`src/rtl/in_port_bank.sv`:
```
// in_port_bank: per-port one-word mailboxes read over a four-phase req/ack handshake; IN_PORT_TIMEOUT_EN adds a forced ack after TIMEOUT cycles in WAIT
module in_port_bank #(
  parameter int D_WIDTH  = 34,
  parameter int PA_WIDTH = 4,
  parameter int TIMEOUT  = 255
) (
  input  logic                     clock,
  input  logic                     reset_i,
  input  logic                     in_req_i,
  input  logic [PA_WIDTH-1:0]      in_addr_i,
  output logic [D_WIDTH-1:0]       in_data_o,
  output logic                     in_ack_o,
  input  logic                     ext_wr_i,
  input  logic [PA_WIDTH-1:0]      ext_addr_i,
  input  logic [D_WIDTH-1:0]       ext_data_i,
  output logic                     ext_ready_o,
  output logic [2**PA_WIDTH-1:0]   port_valid_o
);
  localparam int NP = 2**PA_WIDTH;
  if (TIMEOUT < 1) $error("in_port_bank: TIMEOUT must be at least 1");
  typedef enum logic [1:0] {IDLE, WAIT, ACK, RELEASE} state_t;
  state_t              state_q;
  logic [D_WIDTH-1:0]  slot_q [NP];
  logic [NP-1:0]       valid_q, valid_d;
  logic [PA_WIDTH-1:0] addr_q, take_addr;
  logic [D_WIDTH-1:0]  data_q;
  logic                ack_q, wr_en, take, tmo;
  assign ext_ready_o  = !valid_q[ext_addr_i];
  assign wr_en        = ext_wr_i && ext_ready_o && !reset_i;
  assign take_addr    = state_q == IDLE ? in_addr_i : addr_q;
  assign take         = state_q == IDLE ? in_req_i && valid_q[in_addr_i] : state_q == WAIT && valid_q[addr_q];
  assign in_data_o    = data_q;
  assign in_ack_o     = ack_q;
  assign port_valid_o = valid_q;
`ifdef IN_PORT_TIMEOUT_EN
  localparam int CW = $clog2(TIMEOUT + 1);
  logic [CW-1:0] cnt_q;
  assign tmo = state_q == WAIT && !valid_q[addr_q] && cnt_q == CW'(TIMEOUT - 1);
  // WAIT cycle counter, cleared whenever the FSM is outside WAIT
  always_ff @(posedge clock) begin
    if (reset_i) cnt_q <= '0;
    else cnt_q <= state_q == WAIT ? cnt_q + 1'b1 : '0;
  end
`else
  assign tmo = 1'b0;
`endif
  // Slot fill on an accepted write; a taken slot is set and cleared in different cycles by construction
  always_comb begin
    valid_d = valid_q;
    if (wr_en) valid_d[ext_addr_i] = 1'b1;
    if (take) valid_d[take_addr] = 1'b0;
  end
  // Valid flags reset with the bank; data slots need no reset since valid gates them
  always_ff @(posedge clock) begin
    if (reset_i) valid_q <= '0;
    else valid_q <= valid_d;
  end
  // Slot data storage
  always_ff @(posedge clock) begin
    if (wr_en) slot_q[ext_addr_i] <= ext_data_i;
  end
  // Handshake FSM with registered ack and data; data holds until the next ack
  always_ff @(posedge clock) begin
    if (reset_i) begin
      state_q <= IDLE;
      ack_q   <= 1'b0;
      data_q  <= '0;
      addr_q  <= '0;
    end else begin
      ack_q <= take || tmo;
      if (take) data_q <= slot_q[take_addr];
      else if (tmo) data_q <= {1'b1, {(D_WIDTH-1){1'b0}}};
      case (state_q)
        IDLE: if (in_req_i) begin
          addr_q  <= in_addr_i;
          state_q <= take ? ACK : WAIT;
        end
        WAIT:    if (take || tmo) state_q <= ACK;
        ACK:     state_q <= RELEASE;
        RELEASE: if (!in_req_i) state_q <= IDLE;
      endcase
    end
  end
endmodule
```
`config.mk`:
```
export PLATFORM = sky130hd
export DESIGN_NAME = in_port_bank
export DESIGN_NICKNAME = d
export VERILOG_FILES = /design/src/rtl/in_port_bank.sv
export SDC_FILE = /design/constraint.sdc
export NUM_CORES = 1
export LEC_CHECK = 0
export BUFFER_PORTS_ARGS = -buffer_cell sky130_fd_sc_hd__buf_4
export CORE_MARGIN = 2
export CORE_UTILIZATION = 25
export DETAILED_ROUTE_END_ITERATION = 6
export PLACE_DENSITY_LB_ADDON = 0.05
export SETUP_SLACK_MARGIN = 0.02
export SLEW_MARGIN = 20
export SYNTH_ARGS = -nofsm -noshare
export SYNTH_HDL_FRONTEND = slang
export SYNTH_SLANG_ARGS = --single-unit
```
`constraint.sdc`:
```
create_clock -name clock -period 3.9 [get_ports clock]
set_input_delay 0.585 -clock clock [delete_from_list [all_inputs] [get_ports clock]]
set_output_delay 0.585 -clock clock [all_outputs]
set_load 0.005 [all_outputs]
```
Word level (Yosys, flattened, before mapping)
Memory sizes are Yosys's and may differ from the RTL's. A register that Yosys moved wholly into a read port is not among the register bits.
Index checks and enable logic that the tools add are counted.
{"block": "totals", "ff_bits": 23, "word_cells": 52, "inputBits": 46, "memories": 1, "mem_bits_rw": 544}
{"name": "slot_q", "words": 16, "width": 34, "read_ports": 1, "rd_ports_with_merged_regs": 1, "wr": 1, "line": "23", "rtl": "logic [D_WIDTH-1:0] slot_q [NP];"}
{"block": "op_classes", "mux": 21, "n_lt_le_gt_ge": 6, "n_reduce_logical": 11, "bitwise": 3, "n_eq_ne": 6}
{"op": "16-bit two-way mux", "n": 2}
{"op": "4-bit by 5-bit less-than comparator with 1-bit output (second input constant)", "n": 4}
{"op": "16-bit AND", "n": 1}
{"op": "16-bit NOT", "n": 1}
{"op": "16-bit OR", "n": 1}
{"op": "1-bit binary-select mux with 4-bit select", "n": 3}
{"op": "1-bit demux with 4-bit select", "n": 2}
{"op": "4-bit by 1-bit greater-or-equal comparator with 1-bit output (second input constant)", "n": 2}
{"op": "1-bit two-way mux", "n": 8}
{"op": "2-bit two-way mux", "n": 4}
{"op": "2-bit one-hot mux with 4 select lines", "n": 1}
{"op": "1-bit logical AND", "n": 6}
{"op": "2-bit inequality test (second input constant)", "n": 3}
{"op": "2-bit == test (second input constant)", "n": 2}
{"op": "4-bit two-way mux", "n": 1}
{"op": "3-bit AND reduction", "n": 1}
{"op": "2-bit by 1-bit == test with 1-bit output (second input constant)", "n": 1}
{"op": "1-bit zero test", "n": 2}
{"op": "2-bit zero test", "n": 1}
{"op": "2-bit AND reduction", "n": 1}

Depth between registers and ports, before layout
Gate-level depths: netlist (run 1).
{"block": "logic_depth", "ltp_word": 9, "mapped_depth": 11}

Worst setup path before layout (run 1)
No wires, ideal clock.
{"block": "synth_path", "path_kind": "input to register", "start": "in ext_addr_i[0]", "end": "reg valid_q[8] (netlist: port_valid_o[8])", "required_time_ns": 3.822, "path_buffers": 1, "cell_stages": 6, "t_arrival_ns": 3.551, "slack_ns": 0.272, "setup_ns": 0.078, "path_cell_list": "buf_2 -> mux4_2 -> or3b_1 -> nor2_1 -> o21ai_0 -> a31oi_1"}
{"block": "synth_via", "elab_chain_len": 8, "elab_cells_between_ends": 14, "cone_classes": "order compare (2); mux (6); bitwise (2); reduce/logical (4)"}
{"item": "from (decl)", "line": "14", "rtl": "input logic [PA_WIDTH-1:0] ext_addr_i,"}
{"item": "4-bit by 5-bit less-than comparator with 1-bit output (implied by the code) (tied with other cells)", "line": "50", "rtl": "if (wr_en) valid_d[ext_addr_i] = 1'b1;"}
{"item": "1-bit logical AND (implied by the code) / 1-bit two-way mux (equally long branches)", "line": "50, 28"}
{"item": "1-bit two-way mux (implied by the code) / 1-bit zero test (equally long branches)", "line": "50, 28"}
{"item": "1-bit demux with 4-bit select / 1-bit logical AND (equally long branches)", "line": "50, 29"}
{"item": "16-bit OR (no line) / 1-bit logical AND (equally long branches)"}
{"item": "16-bit two-way mux *", "line": "50"}
{"item": "16-bit AND (no line)"}
{"item": "16-bit two-way mux *", "line": "51", "rtl": "if (take) valid_d[take_addr] = 1'b0;"}
{"item": "to (signal assigned)", "line": "56", "rtl": "else valid_q <= valid_d;"}
{"item": "to (decl)", "line": "24", "rtl": "logic [NP-1:0] valid_q, valid_d;"}
Every way passes the cells marked *; elsewhere a longest branch is shown, timed or not. The select of a mux whose other input is x is not followed.
A chain may end at the register's enable or synchronous reset.

Worst setup path after layout (run 1)
{"block": "layout_path", "start": "reg addr_q[0]", "end": "reg data_q[30] (netlist: in_data_o[30]) (read register of slot_q)"}
{"block": "layout_via", "elab_chain_len": 4, "elab_cells_between_ends": 5, "cone_classes": "mux (4); reduce/logical (1)"}
{"item": "from (decl)", "line": "25", "rtl": "logic [PA_WIDTH-1:0] addr_q, take_addr;"}
{"item": "from (signal assigned)", "line": "75", "rtl": "addr_q <= in_addr_i;"}
{"item": "1-bit binary-select mux with 4-bit select", "line": "31", "rtl": "assign take = state_q == IDLE ? in_req_i && valid_q[in_addr_i] : state_q == WAIT && valid_q[addr_q];"}
{"item": "1-bit two-way mux (implied by the code)", "line": "31"}
{"item": "1-bit logical AND", "line": "31"}
{"item": "1-bit two-way mux", "line": "31"}
{"item": "to (decl)", "line": "26", "rtl": "logic [D_WIDTH-1:0] data_q;"}
Parallel ways exist; a longest one is shown, timed or not. The select of a mux whose other input is x is not followed.

==> results of run 1 <==
[layer usage]
layer / global-route usage / share of wire / up-vias / wire length (um)
li1: - / - / 5491 / -
met1: 0.222 / 0.46 / 6804 / 35200
met2: 0.266 / 0.48 / 260 / 36400
met3: 0.0251 / 0.037 / 93 / 2840
met4: 0.0455 / 0.020 / 0 / 1540
met5: 0 / 0 / - / 0
[registers in the layout, summed over array words and instances, names as in the netlist]
register      flops
slot_q          544
port_valid_o     16
addr_q            4
in_data_o        34
in_ack_o          1
state_q           2
[synth_stat cells]
cell type,number
or3_1,2
nand3b_1,5
a31o_2,1
nand2_2,1
a22oi_1,173
buf_2,36
o21ai_1,3
mux2i_1,9
o31ai_1,2
dfxtp_1,57
a2111oi_0,1
mux4_2,75
o2111ai_1,2
nand2b_1,3
a21oi_1,74
a211oi_1,2
ha_1,4
a31oi_1,7
inv_1,8
nor2_1,33
buf_1,2
mux2_2,1
and2_2,1
buf_6,9
a21o_1,2
and3_1,1
edfxtp_1,544
o41a_1,1
a311oi_1,37
clkbuf_1,35
nand2_1,45
nor2b_1,3
nand3_1,6
o41ai_4,1
nand4_1,1
nor3_1,36
o31ai_2,1
o21ai_0,11
buf_4,3
o21a_1,1
a22o_1,1
a311oi_2,6
mux4_1,2
or3b_1,2
[metrics by stage]
step,total power (W),util
2_1_floorplan,0.00972,-
3_3_place_gp,0.0116,0.281
3_5_place_dp,0.0116,0.281
4_1_cts,0.0180,0.305
5_1_grt,0.0184,0.305
6_report,0.0176,0.305
[layout make-up]
| cell class | instances | area (um^2) |
|---|---|---|
| clock buffers | 103 | 1990 |
| clock inverters | 24 | 179 |
| fillers | 8811 | 62700 |
| inverters | 8 | 30.0 |
| multi-input cells | 556 | 5090 |
| flip-flops and latches | 601 | 17500 |
| well taps | 1176 | 1470 |
| repair buffers | 154 | 1330 |
[critical path: stages (launching register included)]
cell and delay (ns):
dfxtp_1 0.79, mux4_2 0.59, o2111ai_1 0.25, nand2_2 0.45, buf_12 0.36, nor3_1 0.23
a311oi_2 0.07
[cell usage in the layout (no fill, tap or decap), types with 36 or more instances in the layout]
cell	instances
edfxtp_1	544
a22oi_1	173
buf_4	140
mux4_2	75
clkbuf_16	74
a21oi_1	73
dfxtp_1	57
nand2_1	44
a311oi_1	37
nor3_1	36
[logic make-up after synthesis]
| kind of cell | after synthesis | share of synthesized area |
|---|---|---|
| simple gates | 139 | 0.0278 |
| fa+ha+maj | 4 | 0.00219 |
| compound gates | 326 | 0.103 |
| buf+inv | 93 | 0.0207 |
| mux | 87 | 0.0808 |
| flops | 601 | 0.766 |
[how the worst max path moves through the flow]
stage,startpoint,end,slack [ns],depth (start not counted)
2_1_floorplan,ext_addr_i[0],port_valid_o[8],0.27,6
3_3_place_gp,ext_addr_i[0],slot_q[3][23],0.67,5
3_5_place_dp,ext_addr_i[0],slot_q[3][22],0.62,5
4_1_cts,addr_q[0],in_data_o[28],0.91,6
5_1_grt,state_q[0],in_data_o[19],0.73,10
6_report,addr_q[0],in_data_o[30],0.97,6
[where the power goes]
group	internal [W]	switching [W]	total [W]
Combinational	0.00147	0.00254	0.00401
Sequential	0.00718	0.000127	0.00730
Clock	0.00367	0.00264	0.00631
Total	0.0123	0.00531	0.0176
==> results.sh, run 1 <==
export IMPL_status="finished clean"
export IMPL_p_leak_nw=8.63
export IMPL_synth_cell_type_count=44
export IMPL_grt_overflow=0
export IMPL_fmax_mhz=341
export IMPL_grt_max_degree=73
export IMPL_post_cts_buffers=0
export IMPL_chipWidth_um=306
export IMPL_insertedDiodeCount=0
export IMPL_tightest_slew_ns=1.01
export IMPL_hold_buffers=0
export IMPL_io_buffer_count=97
export IMPL_reg2reg_depth=6
export IMPL_first_pass_iters=5
export IMPL_vias=12648
export IMPL_initial_utilization=0.253
export IMPL_htree_levels=3
export IMPL_place_ws_ns=0.617
export IMPL_power_density_mw_per_mm2=639
export IMPL_crit_type="reg -> reg"
export IMPL_pin_count=98
export IMPL_max_cap_violations=0
export IMPL_hold_end="slot_q[13][12]"
export IMPL_gp_congestion=0.720
export IMPL_seq_area_frac_synth=0.766
export IMPL_fin_nets=1442
export IMPL_cts_root_buf="clkbuf_16"
export IMPL_area_growth_pct=20.8
export IMPL_viasPerCell=4.82
export IMPL_yosys_warnings=0
export IMPL_layout_cells_non_filler=2622
export IMPL_fin_ws_ns=0.971
export IMPL_cp_data_arrival_time_ns=3.37
export IMPL_r2r_end="in_data_o[30]"
export IMPL_worstPathRequired_ns=4.34
export IMPL_grt_usage=0.162
export IMPL_max_slew_margin=0.327
export IMPL_finalClockSkew_ns=0.0208
export IMPL_r2r_start="addr_q[0]"
export IMPL_cts_resized=0
export IMPL_vdd_ir_drop_max_mv=0.355
export IMPL_avgRoutedWirePerCell_um=29.0
export IMPL_drc=0
export IMPL_core_area_mm2=0.0903
export IMPL_place_area_mm2=0.0254
export IMPL_clk_latency_ns=0.60
export IMPL_hpwl_um=41400
export IMPL_setup_viol=0
export IMPL_start_kind="flip-flop"
export IMPL_clock_sinks=601
export IMPL_drive_gt1_frac=0.246
export IMPL_yosys_register_bits=601
export IMPL_tns_ns=0
export IMPL_post_route_period_util=0.751
export IMPL_min_delay_start="ext_data_i[12]"
export IMPL_dp_cells=2495
export IMPL_drtAntennaViolNets=0
export IMPL_finalCriticalPeriod_ns=2.93
export IMPL_hp_class="in -> reg"
export IMPL_clk_path_buf_depth=3
export IMPL_hold_path_depth=1
export IMPL_die_h_um=306
export IMPL_first_iter_violations=936
export IMPL_grt_pass1_vias=13240
export IMPL_wl_um=75900
export IMPL_syn_area_mm2=0.0228
export IMPL_hold_viol_final=0
export IMPL_path_clk_slew_ns=0.06
export IMPL_synth_area_per_cell_um2=18.3
export IMPL_synth_top_area_frac=0.716
export IMPL_cp_max_fo=18
export IMPL_netlist_instances=1250
export IMPL_grt_pass1_wl_um=107000
export IMPL_synth_top_cell_by_area="edfxtp_1"
export IMPL_slew_viol_final=0
export IMPL_reg2reg_slack_ns=0.97
export IMPL_synth_fp_nets=1300
export IMPL_final_area_mm2=0.0276
export IMPL_antenna_found_initial=0
export IMPL_synthTopCellsByArea="edfxtp_1 72%, mux4_2 7.4%, a22oi_1 5.7%"
export IMPL_whs_ns=0.290
export IMPL_rsz0062_at_grt="no"
export IMPL_endpoint_kind="flip-flop"
export IMPL_numCtsBuffers=71
export IMPL_cts_tree="built"
export IMPL_dieArea_mm2=0.0937
export IMPL_num_rows=110
No activity file was read; power rests on OpenSTA's default activity.
==> run 2, diff against run 1 <==
--- a/config.mk
+++ b/config.mk
@@ -5,6 +5,7 @@
 export SDC_FILE = /design/constraint.sdc
 export NUM_CORES = 1
 export LEC_CHECK = 0
+export ABC_AREA = 1
 export BUFFER_PORTS_ARGS = -buffer_cell sky130_fd_sc_hd__buf_4
 export CORE_MARGIN = 2
 export CORE_UTILIZATION = 25
==> constraint.sdc (replaced) <==
create_clock -name clock -period 2.9 [get_ports clock]
set_input_delay 0.435 -clock clock [delete_from_list [all_inputs] [get_ports clock]]
set_output_delay 0.435 -clock clock [all_outputs]
set_load 0.005 [all_outputs]
==> results.sh, run 2 <==
export IMPL_status="finished clean"
export IMPL_cp_data_arrival_time_ns=3.17
export IMPL_tns_ns=0
export IMPL_top_register="slot_q"
export IMPL_layout_commonest_cell="nand2_1"
export IMPL_combPwrFrac=0.316
export IMPL_p_seq_frac=0.357
export IMPL_grt_max_degree=66
export IMPL_gp_congestion=0.760
export IMPL_synthArstFlopShare=0
export IMPL_die_h_um=313
export IMPL_drtAntennaViolNets=0
export IMPL_area_growth_pct=22.1
export IMPL_fmax_mhz=380
export IMPL_vdd_ir_drop_max_mv=0.582
export IMPL_synth_common_cells="585 x nand2_1, 544 x edfxtp_1, 317 x nand3_1, 136 x nand4_1, 92 x nor2_1"
export IMPL_hold_end="addr_q[3]"
export IMPL_hold_buffers=0
export IMPL_min_delay_start="in_addr_i[3]"
export IMPL_grt_pass1_wl_um=118000
export IMPL_avgRoutedWirePerCell_um=23.2
export IMPL_numCtsBuffers=73
export IMPL_antenna_found_initial=1
export IMPL_netlist_instances=2033
export IMPL_first_iter_violations=856
export IMPL_p_leak_nw=10.3
export IMPL_insertedDiodeCount=0
export IMPL_finalCriticalPeriod_ns=2.63
export IMPL_clock_sinks=601
export IMPL_start_kind="flip-flop"
export IMPL_synth_compound_gate_area_share=0.0205
export IMPL_hold_viol_final=0
export IMPL_vias=16079
export IMPL_io_buffer_count=97
export IMPL_post_route_period_util=0.907
export IMPL_grt_overflow=0
export IMPL_grt_usage=0.164
export IMPL_synth_area_per_cell_um2=11.8
export IMPL_initial_utilization=0.252
export IMPL_path_clk_slew_ns=0.06
export IMPL_synth_edf_count=544
export IMPL_num_rows=113
export IMPL_synth_area_mux_share=0
export IMPL_r2r_end="in_data_o[23]"
export IMPL_synthTopCellsByArea="edfxtp_1 68%, nand2_1 9.2%, nand3_1 6.6%"
export IMPL_whs_ns=0.133
export IMPL_wl_um=80800
export IMPL_synthXorXnorAreaFrac=0
export IMPL_viasPerCell=4.62
export IMPL_fill_cells=9582
export IMPL_hp_class="in -> reg"
export IMPL_first_pass_iters=5
export IMPL_slew_viol_final=0
export IMPL_cp_max_fo=29
export IMPL_largest_register_ffs=544
export IMPL_syn_area_mm2=0.0239
export IMPL_synth_top_family_by_area="simple AND/OR/NAND/NOR gates"
export IMPL_rsz0062_at_grt="no"
export IMPL_final_cell_mix="584 x nand2_1, 544 x edfxtp_1, 317 x nand3_1, 136 x nand4_1, 132 x buf_4"
export IMPL_max_cap_violations=0
export IMPL_drive_gt1_frac=0.139
export IMPL_grt_pass1_vias=16450
export IMPL_power_density_mw_per_mm2=940
export IMPL_post_cts_buffers=0
export IMPL_p_sw_w=0.00969
export IMPL_cts_tree="built"
export IMPL_worstPathRequired_ns=3.44
export IMPL_htree_levels=3
export IMPL_swShare=0.353
export IMPL_clk_latency_ns=0.61
export IMPL_clk_path_buf_depth=3
export IMPL_core_area_mm2=0.0949
export IMPL_synth_fp_nets=2083
export IMPL_yosys_register_bits=601
export IMPL_seq_area_frac_synth=0.731
export IMPL_chipWidth_um=313
export IMPL_hold_path_depth=3
export IMPL_finalClockSkew_ns=0.0116
export IMPL_yosys_area_share_adder=0.00209
export IMPL_pin_count=98
export IMPL_drc=0
export IMPL_reg2reg_depth=13
export IMPL_cts_resized=0
export IMPL_dieArea_mm2=0.0981
export IMPL_fin_nets=2212
export IMPL_r2r_start="state_q[0]"
export IMPL_hpwl_um=45600
export IMPL_tightest_slew_ns=0.550
export IMPL_crit_type="reg -> reg"
export IMPL_synth_top_cell_by_area="edfxtp_1"
export IMPL_max_slew_margin=0.632
export IMPL_synth_top_area_frac=0.683
export IMPL_endpoint_kind="flip-flop"
export IMPL_ys_flop_type="edfxtp_1"
export IMPL_setup_viol=0
export IMPL_yosys_warnings=0
export IMPL_p_int_w=0.0178
export IMPL_cts_root_buf="clkbuf_16"
export IMPL_yosysMostFrequentCell="nand2_1"
export IMPL_synth_simple_gate_area_share=0.210
export IMPL_reg2reg_slack_ns=0.27
export IMPL_clkPwrFrac=0.327
export IMPL_synth_cell_type_count=22
run 2: changes by cell type in the layout (fill, tap and decap cells not counted), sizes merged, moves of 32 or more:
cell    before  now
inv         10   77
nand2       46  586
nand3        6  317
a311oi      43    0
a22oi      173    0
nand4        1  136
mux4        77    0
nor3        36    4
nor2        33   95
run 2: final cells by class:
type                    count  area [um^2]  area share
clock buffers             100         2020      0.0692
flip-flops and latches    601        17500       0.598
multi-input cells        1235         5640       0.193
clock inverters            32          309      0.0106
repair buffers            177         1890      0.0648
well taps                1265         1580      0.0542
inverters                  74          280     0.00960
run 2: metrics by stage:
step / cell area (um^2) / util / setup slack (ns) / power (W) / std cells
global route: 29200 / 0.308 / 0.0541 / 0.0291 / 3484
finish: 29200 / 0.308 / 0.270 / 0.0275 / 3484
global placement: 26900 / 0.283 / 0.306 / 0.0190 / 3352
floorplan: 23900 / - / -0.119 / 0.0148 / 2033
CTS: 29200 / 0.308 / 0.204 / 0.0281 / 3484
detailed placement: 26900 / 0.283 / 0.245 / 0.0190 / 3352
run 2: worst max path at each step:
| stage | cells after the start | start | slack [ns] | endpoint |
|---|---|---|---|---|
| after floorplan | 9 | ext_addr_i[1] | -0.12 | slot_q[4][0] |
| after detailed placement | 12 | state_q[0] | 0.25 | in_data_o[5] |
| after global placement | 12 | state_q[0] | 0.31 | in_data_o[5] |
| final | 13 | state_q[0] | 0.27 | in_data_o[23] |
| after global routing | 13 | state_q[0] | 0.05 | in_data_o[30] |
| after CTS | 12 | state_q[0] | 0.20 | in_data_o[5] |
run 2: routing by layer:
layer  part of all wire  global-route usage  up-vias
met3              0.033              0.0224       98
met1               0.47               0.221     8211
li1                   -                   -     7493
met5                  0                   0        -
met2               0.48               0.276      277
met4              0.018              0.0447        0
run 2: cells by family after synthesis:
logic type / count (synthesis)
AO/OA/AOI/OAI: 93
adder cells (fa/ha/maj): 4
buffers and inverters: 197
flip-flops: 601
AND/OR/NAND/NOR: 1138
run 2: power groups by stage:
stage                     Clock, W  Sequential (W)  Combinational, W
final                      0.00897         0.00981           0.00868
after global routing       0.00963         0.00983           0.00966
after CTS                  0.00931         0.00981           0.00901
after detailed placement         0         0.00999           0.00899
after global placement           0         0.00999           0.00901
after floorplan                  0         0.00994           0.00490
run 2: critical path: stages, from the launching register on:
cell,delay [ns]
dfxtp_1,0.37
inv_1,0.08
ha_1,0.35
nand2_1,0.17
o21ai_4,0.11
nor2_4,0.45
buf_12,0.28
nand2_1,0.09
nand4_1,0.10
nand2_1,0.05
nand2_1,0.13
nor2_1,0.06
buf_4,0.14
a21oi_1,0.14
==> run 3, diff against run 2 <==
--- a/config.mk
+++ b/config.mk
@@ -5,7 +5,6 @@
 export SDC_FILE = /design/constraint.sdc
 export NUM_CORES = 1
 export LEC_CHECK = 0
-export ABC_AREA = 1
 export BUFFER_PORTS_ARGS = -buffer_cell sky130_fd_sc_hd__buf_4
 export CORE_MARGIN = 2
 export CORE_UTILIZATION = 25
==> results.sh, run 3 (same netlist as run 1, synthesis figures left out) <==
export IMPL_cp_max_fo=5
export IMPL_tightest_slew_ns=0.957
export IMPL_grt_pass1_vias=13268
export IMPL_gp_congestion=0.717
export IMPL_grt_max_degree=60
export IMPL_rsz0062_at_grt="no"
export IMPL_endpoint_kind="output pin"
export IMPL_post_cts_buffers=0
export IMPL_p_leak_nw=8.90
export IMPL_fmax_mhz=375
export IMPL_clk_latency_ns=0.62
export IMPL_slew_viol_final=0
export IMPL_core_area_mm2=0.0903
export IMPL_place_area_mm2=0.0259
export IMPL_hp_class="in -> reg"
export IMPL_vdd_ir_drop_max_mv=0.434
export IMPL_p_seq_frac=0.404
export IMPL_swShare=0.296
export IMPL_io_buffer_count=97
export IMPL_vias=12768
export IMPL_crit_type="reg -> out"
export IMPL_grt_overflow=0
export IMPL_grt_usage=0.159
export IMPL_cts_resized=0
export IMPL_max_slew_margin=0.362
export IMPL_die_h_um=306
export IMPL_layout_commonest_cell="edfxtp_1"
export IMPL_initial_utilization=0.253
export IMPL_finalCriticalPeriod_ns=2.67
export IMPL_worstPathRequired_ns=2.47
export IMPL_final_cell_mix="544 x edfxtp_1, 173 x a22oi_1, 129 x buf_4, 75 x mux4_2, 74 x clkbuf_16"
export IMPL_cp_data_arrival_time_ns=2.23
export IMPL_p_sw_w=0.00721
export IMPL_start_kind="flip-flop"
export IMPL_setup_viol=0
export IMPL_num_rows=110
export IMPL_grt_pass1_wl_um=105000
export IMPL_cpMostUsedCell="mux4_2"
export IMPL_numCtsBuffers=73
export IMPL_power_density_mw_per_mm2=861
export IMPL_drc=0
export IMPL_drive_gt1_frac=0.262
export IMPL_chipWidth_um=306
export IMPL_area_growth_pct=23.7
export IMPL_cts_tree="built"
export IMPL_cp_cell_sequence="mux4_2 -> mux4_2 -> inv_1 -> buf_4"
export IMPL_cts_root_buf="clkbuf_16"
export IMPL_drtAntennaViolNets=0
export IMPL_largest_register_ffs=544
export IMPL_clk_path_buf_depth=3
export IMPL_wl_um=74500
export IMPL_hold_buffers=0
export IMPL_max_stage_delay_ns=0.52
export IMPL_avgRoutedWirePerCell_um=28.1
export IMPL_viasPerCell=4.82
export IMPL_cp_slowest_cell="mux4_2"
export IMPL_hpwl_um=41800
export IMPL_post_route_period_util=0.921
export IMPL_final_core_util=0.313
export IMPL_p_int_w=0.0171
export IMPL_path_clk_slew_ns=0.06
export IMPL_clkPwrFrac=0.366
export IMPL_first_pass_iters=5
export IMPL_max_cap_violations=0
export IMPL_finalClockSkew_ns=0.0220
export IMPL_final_area_mm2=0.0282
export IMPL_top_register="slot_q"
export IMPL_first_iter_violations=1029
export IMPL_clock_sinks=601
export IMPL_hold_path_depth=1
export IMPL_reg2reg_depth=8
export IMPL_antenna_found_initial=2
export IMPL_status="finished clean"
export IMPL_htree_levels=3
export IMPL_pin_count=98
export IMPL_fin_nets=1461
export IMPL_combPwrFrac=0.230
export IMPL_hold_viol_final=0
export IMPL_dieArea_mm2=0.0937
==> run 3: metal layers <==
| layer | vias to the layer above | track usage | routed length (um) |
|---|---|---|---|
| met5 | - | 0 | 8 |
| met4 | 2 | 0.0415 | 1400 |
| met3 | 86 | 0.0221 | 2400 |
| met2 | 271 | 0.268 | 36500 |
| met1 | 6861 | 0.214 | 34200 |
| li1 | 5548 | - | - |
==> run 3: area by class of cell <==
class,count,area [um^2]
Inverter,8,30.0
Antenna cell,1,2.50
Clock inverter,36,363
Sequential cell,601,17500
Clock buffer,100,1990
Multi-Input combinational cell,556,5090
Tap cell,1176,1470
Timing Repair Buffer,171,1810
Fill cell,8815,62100
==> run 3: critical path: cells and delay by family (launching register included) <==
| family | cells | cell delay [ns] |
|---|---|---|
| mux | 2 | 1.04 |
| buf+inv | 2 | 0.19 |
| flops | 1 | 0.40 |
==> run 3: power groups by stage <==
stage | clock network, W | logic (W) | registers, W
floorplan | 0 | 0.00316 | 0.00992
global route | 0.00949 | 0.00607 | 0.00984
global placement | 0 | 0.00578 | 0.0100
finish | 0.00890 | 0.00560 | 0.00982
detailed placement | 0 | 0.00577 | 0.0100
CTS | 0.00919 | 0.00579 | 0.00982
==> run 3: metrics by stage <==
stage	hold WS (ns)	total power [W]	worst slack [ns]	setup TNS (ns)	cells
4_1_cts	0.0833	0.0248	0.187	0	2648
3_3_place_gp	0.547	0.0158	0.191	0	2512
3_5_place_dp	0.546	0.0158	0.178	0	2512
2_1_floorplan	0.494	0.0131	-0.516	-74.80	1250
6_report	0.127	0.0243	0.230	0	2649
5_1_grt	0.113	0.0254	0.110	0	2649
==> run 3: path summary, 6_finish.rpt <==
kind                          from              to  slack (ns)
setup reg to reg        state_q[1]    in_data_o[1]        0.29
setup / recovery  port_valid_o[15]     ext_ready_o        0.23
hold reg to reg         state_q[1]      state_q[1]        0.56
hold / removal      ext_data_i[11]  slot_q[11][11]        0.13
